## src/rtl/shiftdist_pipe.sv

```systemverilog
// shiftdist_pipe: two-stage normalisation shift ahead of the rounder.
// Stage 1 selects the shift distance, stage 2 applies it to the significand.
module shiftdist_pipe #(
  parameter int EW     = 13,
  parameter int LZW    = 6,
  parameter int FW     = 53,
  parameter int EMAX_S = 127,
  parameter int EMAX_D = 1023
) (
  input  logic          clk,
  input  logic          rst_n,
  input  logic          in_valid,
  output logic          in_ready,
  input  logic [EW-1:0] er,
  input  logic [LZW-1:0] lz,
  input  logic          db,
  input  logic          tiny,
  input  logic          unf_en,
  input  logic [FW-1:0] fin,
  output logic          out_valid,
  input  logic          out_ready,
  output logic [EW-1:0] sh,
  output logic [EW-1:0] eout,
  output logic [FW-1:0] fout,
  output logic          sticky,
  output logic          sat
);
  localparam int MW = $clog2(FW + 3);
  localparam logic [EW-1:0] RMAX = EW'(FW + 1);
  localparam logic [EW-1:0] LMAX = EW'(FW);
  localparam logic [MW-1:0] MSAT = MW'(FW + 2);
  localparam logic [MW-1:0] MFW  = MW'(FW);

  typedef struct packed {
    logic [EW-1:0] sh;
    logic          rt;
    logic [MW-1:0] mag;
    logic [EW-1:0] er;
    logic [FW-1:0] fin;
  } s1_t;

  logic v1, v2, ld1, ld2;
  s1_t s1, s1_d;
  logic [EW-1:0] bias, neg;
  logic [FW-1:0] mask, fout_d;
  logic sticky_d, sat_d;

  assign ld2 = ~v2 | out_ready;
  assign ld1 = ~v1 | ld2;
  assign in_ready = ld1;
  assign out_valid = v2;

  always_comb begin
    bias = db ? EW'(EMAX_D) : EW'(EMAX_S);
    s1_d = '0;
    s1_d.er = er;
    s1_d.fin = fin;
    if (tiny & ~unf_en)
      s1_d.sh = er + bias;
    else
      s1_d.sh = {{(EW-LZW){1'b0}}, lz};
    s1_d.rt = s1_d.sh[EW-1];
    neg = -s1_d.sh;
    if (s1_d.rt)
      s1_d.mag = (neg > RMAX) ? MSAT : neg[MW-1:0];
    else
      s1_d.mag = (s1_d.sh > LMAX) ? MFW : s1_d.sh[MW-1:0];
  end

  // Right magnitudes past FW+1 arrive clamped to FW+2: saturation.
  always_comb begin
    mask = ~({FW{1'b1}} << s1.mag);
    fout_d = '0;
    sticky_d = 1'b0;
    sat_d = 1'b0;
    if (!s1.rt) begin
      fout_d = s1.fin << s1.mag;
    end else if (s1.mag == MSAT) begin
      sticky_d = |s1.fin;
      sat_d = 1'b1;
    end else begin
      fout_d = s1.fin >> s1.mag;
      sticky_d = |(s1.fin & mask);
    end
  end

  always_ff @(posedge clk or negedge rst_n) begin
    if (!rst_n) begin
      v1 <= 1'b0;
      v2 <= 1'b0;
      s1 <= '0;
      sh <= '0;
      eout <= '0;
      fout <= '0;
      sticky <= 1'b0;
      sat <= 1'b0;
    end else begin
      if (ld1) begin
        v1 <= in_valid;
        s1 <= s1_d;
      end
      if (ld2) begin
        v2 <= v1;
        sh <= s1.sh;
        eout <= s1.er - s1.sh;
        fout <= fout_d;
        sticky <= sticky_d;
        sat <= sat_d;
      end
    end
  end

endmodule

```

## config.mk

```make
export PLATFORM = sky130hd
export DESIGN_NAME = shiftdist_pipe
export DESIGN_NICKNAME = d
export VERILOG_FILES = /design/src/rtl/shiftdist_pipe.sv
export SDC_FILE = /design/constraint.sdc
export NUM_CORES = 1
export LEC_CHECK = 0
export ABC_AREA = 1
export CORE_ASPECT_RATIO = 1.5
export CORE_MARGIN = 2
export CORE_UTILIZATION = 45
export CTS_CLUSTER_DIAMETER = 120
export CTS_CLUSTER_SIZE = 12
export DETAILED_ROUTE_END_ITERATION = 6
export HOLD_SLACK_MARGIN = 0.1
export PLACE_DENSITY = 0.76
export SLEW_MARGIN = 20
export SYNTH_ARGS = -nofsm -noshare
export SYNTH_HDL_FRONTEND = slang
export SYNTH_SLANG_ARGS = --single-unit
export TNS_END_PERCENT = 50
```

## constraint.sdc

```tcl
create_clock -name clk -period 1.93 [get_ports clk]
set_input_delay 0.386 -clock clk [delete_from_list [all_inputs] [get_ports clk]]
set_output_delay 0.386 -clock clk [all_outputs]
set_load 0.1 [all_outputs]
```

; ---- Word-level counts from Yosys, hierarchy flattened
; Cells that the tools add are included.
[word_totals]
register_bits = 169
latch_bits = 0
ram_bits = 0
mem_bits_ro = 0
input_bits = 79
output_inout_bits = 83
elab_cells = 42
mem_count = 0
[op_classes]
addsub = 3
multipliers = 0
div = 0
magnitude_cmp = 2
eq_ne = 1
n_shift = 3
n_mux = 11
bitwise_logic = 8
reduce_logical = 2
[ops]
columns = operator, n
row1 = 53-bit 2-to-1 mux, 2
row2 = 53-bit OR reduction, 2
row3 = 53-bit AND, 1
row4 = 53-bit NOT, 1
row5 = 53-bit by 6-bit << shifter with 53-bit output, 1
row6 = 53-bit by 6-bit << shifter with 53-bit output (first input constant), 1
row7 = 53-bit by 6-bit right shift with 53-bit output, 1
row8 = 13-bit by 6-bit > comparator with 1-bit output (second input constant), 2
row9 = 6-bit 2-to-1 mux, 3
row10 = 13-bit by 10-bit adder with 13-bit output, 1
row11 = 13-bit 2-to-1 mux, 1
row12 = 13-bit negator, 1
row13 = 13-bit subtractor, 1
row14 = 10-bit 2-to-1 mux, 1
row15 = 6-bit == test (second input constant), 1
row16 = 1-bit 2-to-1 mux, 4
row17 = 1-bit NOT, 3
row18 = 1-bit bitwise OR, 2
row19 = 1-bit AND, 1

; ---- Depth between registers and ports, before layout
[depth]
word_depth = 7
depth_mapped = 19

; ---- Worst setup path after synthesis
; Ideal clock, no wire load.
[synth_timing]
path_type = register -> register
from = reg v2, in the netlist out_valid
to = reg s1[69] (netlist name)
t_arrival_ns = 2.769
required_ns = 1.825
path_slack_ns = -0.944
path_stages_with_launch = 9
n_path_buf = 2
period_less_slack_ns = 2.874
path_cell_list = dfrtp_1 inv_1 nor2_2 inv_1 nor2_1 inv_1 buf_4 clkbuf_1 o211ai_1
[synth_between]
elab_chain_len = 3
[synth_rtl]
columns = element, line_no
row1 = from (decl), 42  ; logic v1, v2, ld1, ld2;
row2 = from (signal assigned), 103  ; v2 <= v1;
row3 = 1-bit NOT, 48  ; assign ld2 = ~v2 | out_ready;
row4 = 1-bit bitwise OR, 48
row5 = 1-bit bitwise OR, 49  ; assign ld1 = ~v1 | ld2;
row6 = via in_ready, 13  ; output logic in_ready,
row7 = to (signal assigned), 91  ; s1 <= '0;
row8 = to (signal assigned), 100  ; s1 <= s1_d;
row9 = to (decl), 43  ; s1_t s1, s1_d;
; The timed path passes the listed nets, and every way through them passes these cells.
; A chain may end at the register's enable or synchronous reset.

; ---- Final worst setup path
[layout_timing]
from = reg s1[66] (netlist name)
to = reg fout[50]
[layout_between]
elab_chain_len = 3
elab_cells_between_ends = 5
[layout_rtl]
columns = element, line_no
row1 = 53-bit by 6-bit right shift with 53-bit output or 6-bit == test (tied branches), "82, 78"
row2 = 53-bit 2-to-1 mux, 78  ; end else if (s1.mag == MSAT) begin
row3 = 53-bit 2-to-1 mux *, 76  ; if (!s1.rt) begin
row4 = to (signal assigned), 106  ; fout <= fout_d;
row5 = to (decl), 24  ; output logic [FW-1:0] fout,
; Mark *: on every way between the ends. The rest lies on a longest branch, timed or not.

==> flow_summary.ini <==
[status]
status = finished, violations left
violations = negative setup slack

[routing]
routed_via_density = 5.90
drc = 0
dr_wl_met3_mm = 5.98
drt_iter0_markers = 1904
top_layer = met4
drt-total-wl_mm = 72.5
firstDrtPassIters = 6
wl_met1_mm = 26.5
ant_nets = 0
dr_total_vias = 19000
wl_per_cell_um = 22.5
detailroute.wirelength.met2_mm = 33.9

[logic_synthesis]
yosysWarnings = 0
synth_top_area_share_pct = 29.5
synthArstFlopShare_pct = 100
synth-edff-count = 0
syn-cell-area_mm2 = 0.0143
yosysSeqAreaShare_pct = 29.5
ys_ff_latch = 168
synth_top_cell_by_area = dfrtp_1
synthFlopType = dfrtp_1
synth_area_per_cell_um2 = 6.30
synth_nets = 2363
synth_cells = 2264
synth_area_leaders = dfrtp_1 29%, nand2_1 19%, o21ai_0 8.6%, o21ai_1 5.7%, inv_1 4.5%
synth_cell_types = 62

[critical_path]
end_kind = flop
worstPathMaxFanout = 8
critical-path-max-stage-delay_ns = 0.51
cpLargestDelayFamily = compound AO/OA/AOI/OAI gates
path_depth = 14
cp_data_arrival_time_ns = 2.82
cp_num_buf_inv = 4
path_cells = buf_12 -> buf_12 -> clkbuf_16 -> nand2_2 -> o21ai_2 -> o21ai_2 -> nand2_1 -> nand2_2 -> nor2_1 -> o21ai_4 -> buf_4 -> nand3_1 -> a21oi_2 -> nor2_1
worstSetupStartpointType = flop
worstRegToRegCells = 14
worstPathRequired_ns = 2.29
cpMaxStageDelayCell = dfrtp_4
criticalPathCategory = flop to flop

[timing]
finClkSkew_ns = 0.0192
slew_headroom_pct = 42.2
rsz0062_at_grt = true
finalCritPeriodShare_pct = 128
fmax_mhz = 406
finalSetupViolCount = 67
finalMaxSlewViolations = 0
fin_ws_ns = -0.532
worstMarginPinSlew_ns = 0.867
whs_ns = 0.292
finalHoldViolations = 0
period_minus_slack_ns = 2.46

[place]
io_buffer_count = 161
gp_congestion = 1.10
place_ws_ns = -0.945
place_hpwl_mm = 54.8

[cts]
clock_latency_ns = 0.48
cts_made_buffers = 17
htreeDepth = 4
cts-root-buf = clkbuf_16
cts_tree = built
cts_buffer_depth = 2
clk_pin_slew_ns = 0.08
clock_sinks = 168

[global_route]
grt_start_max_net_pins = 99
grt_pass1_wl_mm = 105
grt_pass1_vias = 17900
globalRouteTotalUtil_pct = 41.7
gr-total-overflow = 0
antenna_found_initial = 2

[pwr]
netSwitchingFraction_pct = 51.3
pwr-share-comb_pct = 64.6
p_leak_nw = 10.8
power.switching_w = 0.0118
p_int_w = 0.0112
power_density_mw_per_mm2 = 1020
pwr-share-seq_pct = 19.3
ir_drop_uv = 755
pwr-share-clk_pct = 16.1
p_total_w = 0.0231

[floorplanning]
row_count = 79
chipHeight_um = 222
die_x_um = 149
initial_core_util_pct = 45.8
core_area_mm2 = 0.0311
boundaryPins = 162
dieArea_mm2 = 0.0332

[hold_path]
holdCritPathClass = input pin to flop
hold_depth = 4

[layout]
fill_cells = 2478
fin_util_pct = 72.6
drive_gt1_share_pct = 38.4
syn_to_final_growth_pct = 58.5
fin_nets = 2907

[flow_run]
max-cap-violations = 0
[worst min-delay path: cells and delay by family]
family | cells | cell delay, ns
AND/OR/NAND/NOR | 2 | 0.11
buffers and inverters | 2 | 0.23
[cell usage in the layout (no fill, tap or decap), drive strengths merged, types with 3 or more instances in the layout]
| master | n |
|---|---|
| nand3 | 92 |
| a21oi | 136 |
| o211ai | 16 |
| dlymetal6s2s | 12 |
| xor2 | 4 |
| buf | 587 |
| a211oi | 7 |
| a22oi | 6 |
| o2111ai | 5 |
| o221ai | 5 |
| clkbuf | 23 |
| a21o | 3 |
| o21ai | 429 |
| o22ai | 11 |
| a31oi | 26 |
| o22a | 4 |
| nand4 | 12 |
| nor2 | 161 |
| clkdlybuf4s50 | 61 |
| nor3 | 11 |
| o21a | 17 |
| dfrtp | 168 |
| nand2 | 735 |
| or2 | 15 |
| clkinv | 8 |
| a221oi | 3 |
| mux2i | 17 |
| inv | 200 |
| o31ai | 6 |
| ha | 19 |
[power groups by stage]
stage,clock network [W],registers [W],logic (W)
2_1_floorplan,0,0.00650,0.00477
3_3_place_gp,0,0.00445,0.0126
3_5_place_dp,0,0.00448,0.0126
4_1_cts,0.00372,0.00443,0.0135
5_1_grt,0.00390,0.00449,0.0155
6_report,0.00371,0.00444,0.0149
[registers in the layout (all words and copies together) (netlist names)]
name       count
out_valid      1
eout          13
fout          53
sticky         1
sat            1
sh            13
v1             1
s1            85
[final timing paths]
check | startpoint | to | slack (ns)
hold / removal | er[7] | s1[60]$_DFFE_PN0P_ | 0.29
setup reg to reg | s1[66]$_DFFE_PN0P_ | fout[50]$_DFFE_PN0P_ | -0.53
max in group asynchronous | rst_n | s1[54]$_DFFE_PN0P_ | 0.80
min in group asynchronous | rst_n | s1[25]$_DFFE_PN0P_ | 0.47
setup / recovery | s1[66]$_DFFE_PN0P_ | fout[50]$_DFFE_PN0P_ | -0.53
hold reg to reg | sh[7]$_DFFE_PN0P_ | sh[7]$_DFFE_PN0P_ | 0.49
[cells by family (layout without fill, tap and decap cells)]
kind of cell    count (synthesis)  after routing  share of synthesized area [%]
simple gates                 1033           1033                           30.0
compound gates                685            685                           27.0
xor+xnor                        6              6                          0.369
flops                         168            168                           29.5
buf+inv                       335            892                           10.2
other cells                     0              2                              0
mux                            17             17                           1.19
fa+ha+maj                      20             20                           1.81
[area by class of cell]
class,instances,area (µm²),area share (%)
antenna,2,5.00,0.0222
clock buffer,17,425,1.88
clock inverter,15,216,0.958
inverter,193,759,3.36
multi-input combinational,1761,10300,45.5
sequential,168,4220,18.7
tap,405,507,2.24
timing repair buffer,667,6190,27.4
[metal layers]
layer	track usage, %	up-vias
li1	-	8623
met1	50.0	8873
met2	69.8	1158
met3	6.87	382
met4	24.3	0
met5	0	-
[synth_stat cells, drive strengths merged (2+ instances only)]
cell,instances
a211oi,7
a21boi,2
a21o,3
a21oi,136
a221oi,3
a22oi,6
a31o,2
a31oi,26
and2,2
buf,81
clkbuf,61
dfrtp,168
ha,19
inv,193
mux2i,17
nand2,735
nand3,92
nand3b,2
nand4,12
nor2,161
nor3,11
nor4,2
o2111ai,5
o211ai,16
o21a,17
o21ai,429
o21bai,2
o221ai,5
o22a,4
o22ai,11
o31ai,6
or2,15
xnor2,2
xor2,4
[through the flow]
stage          cells  area [µm²]  setup TNS, ns
2_1_floorplan   2264       14400         -0.839
3_3_place_gp    3165       19800         -34.18
3_5_place_dp    3165       19800         -35.74
4_1_cts         3206       21300         -23.89
5_1_grt         3228       22600         -30.67
6_report        3228       22600         -25.52
[repair_timing]
item                                    4_1_cts  5_1_grt
resized for setup                           228      318
setup buffers                                 4       18
endpoints found under the setup margin       67       72
hold buffers                                  1        0
endpoints found under the hold margin        43        0
cloned                                        5        5
pin swaps                                    46      101
(Power assumes the default switching activity.)
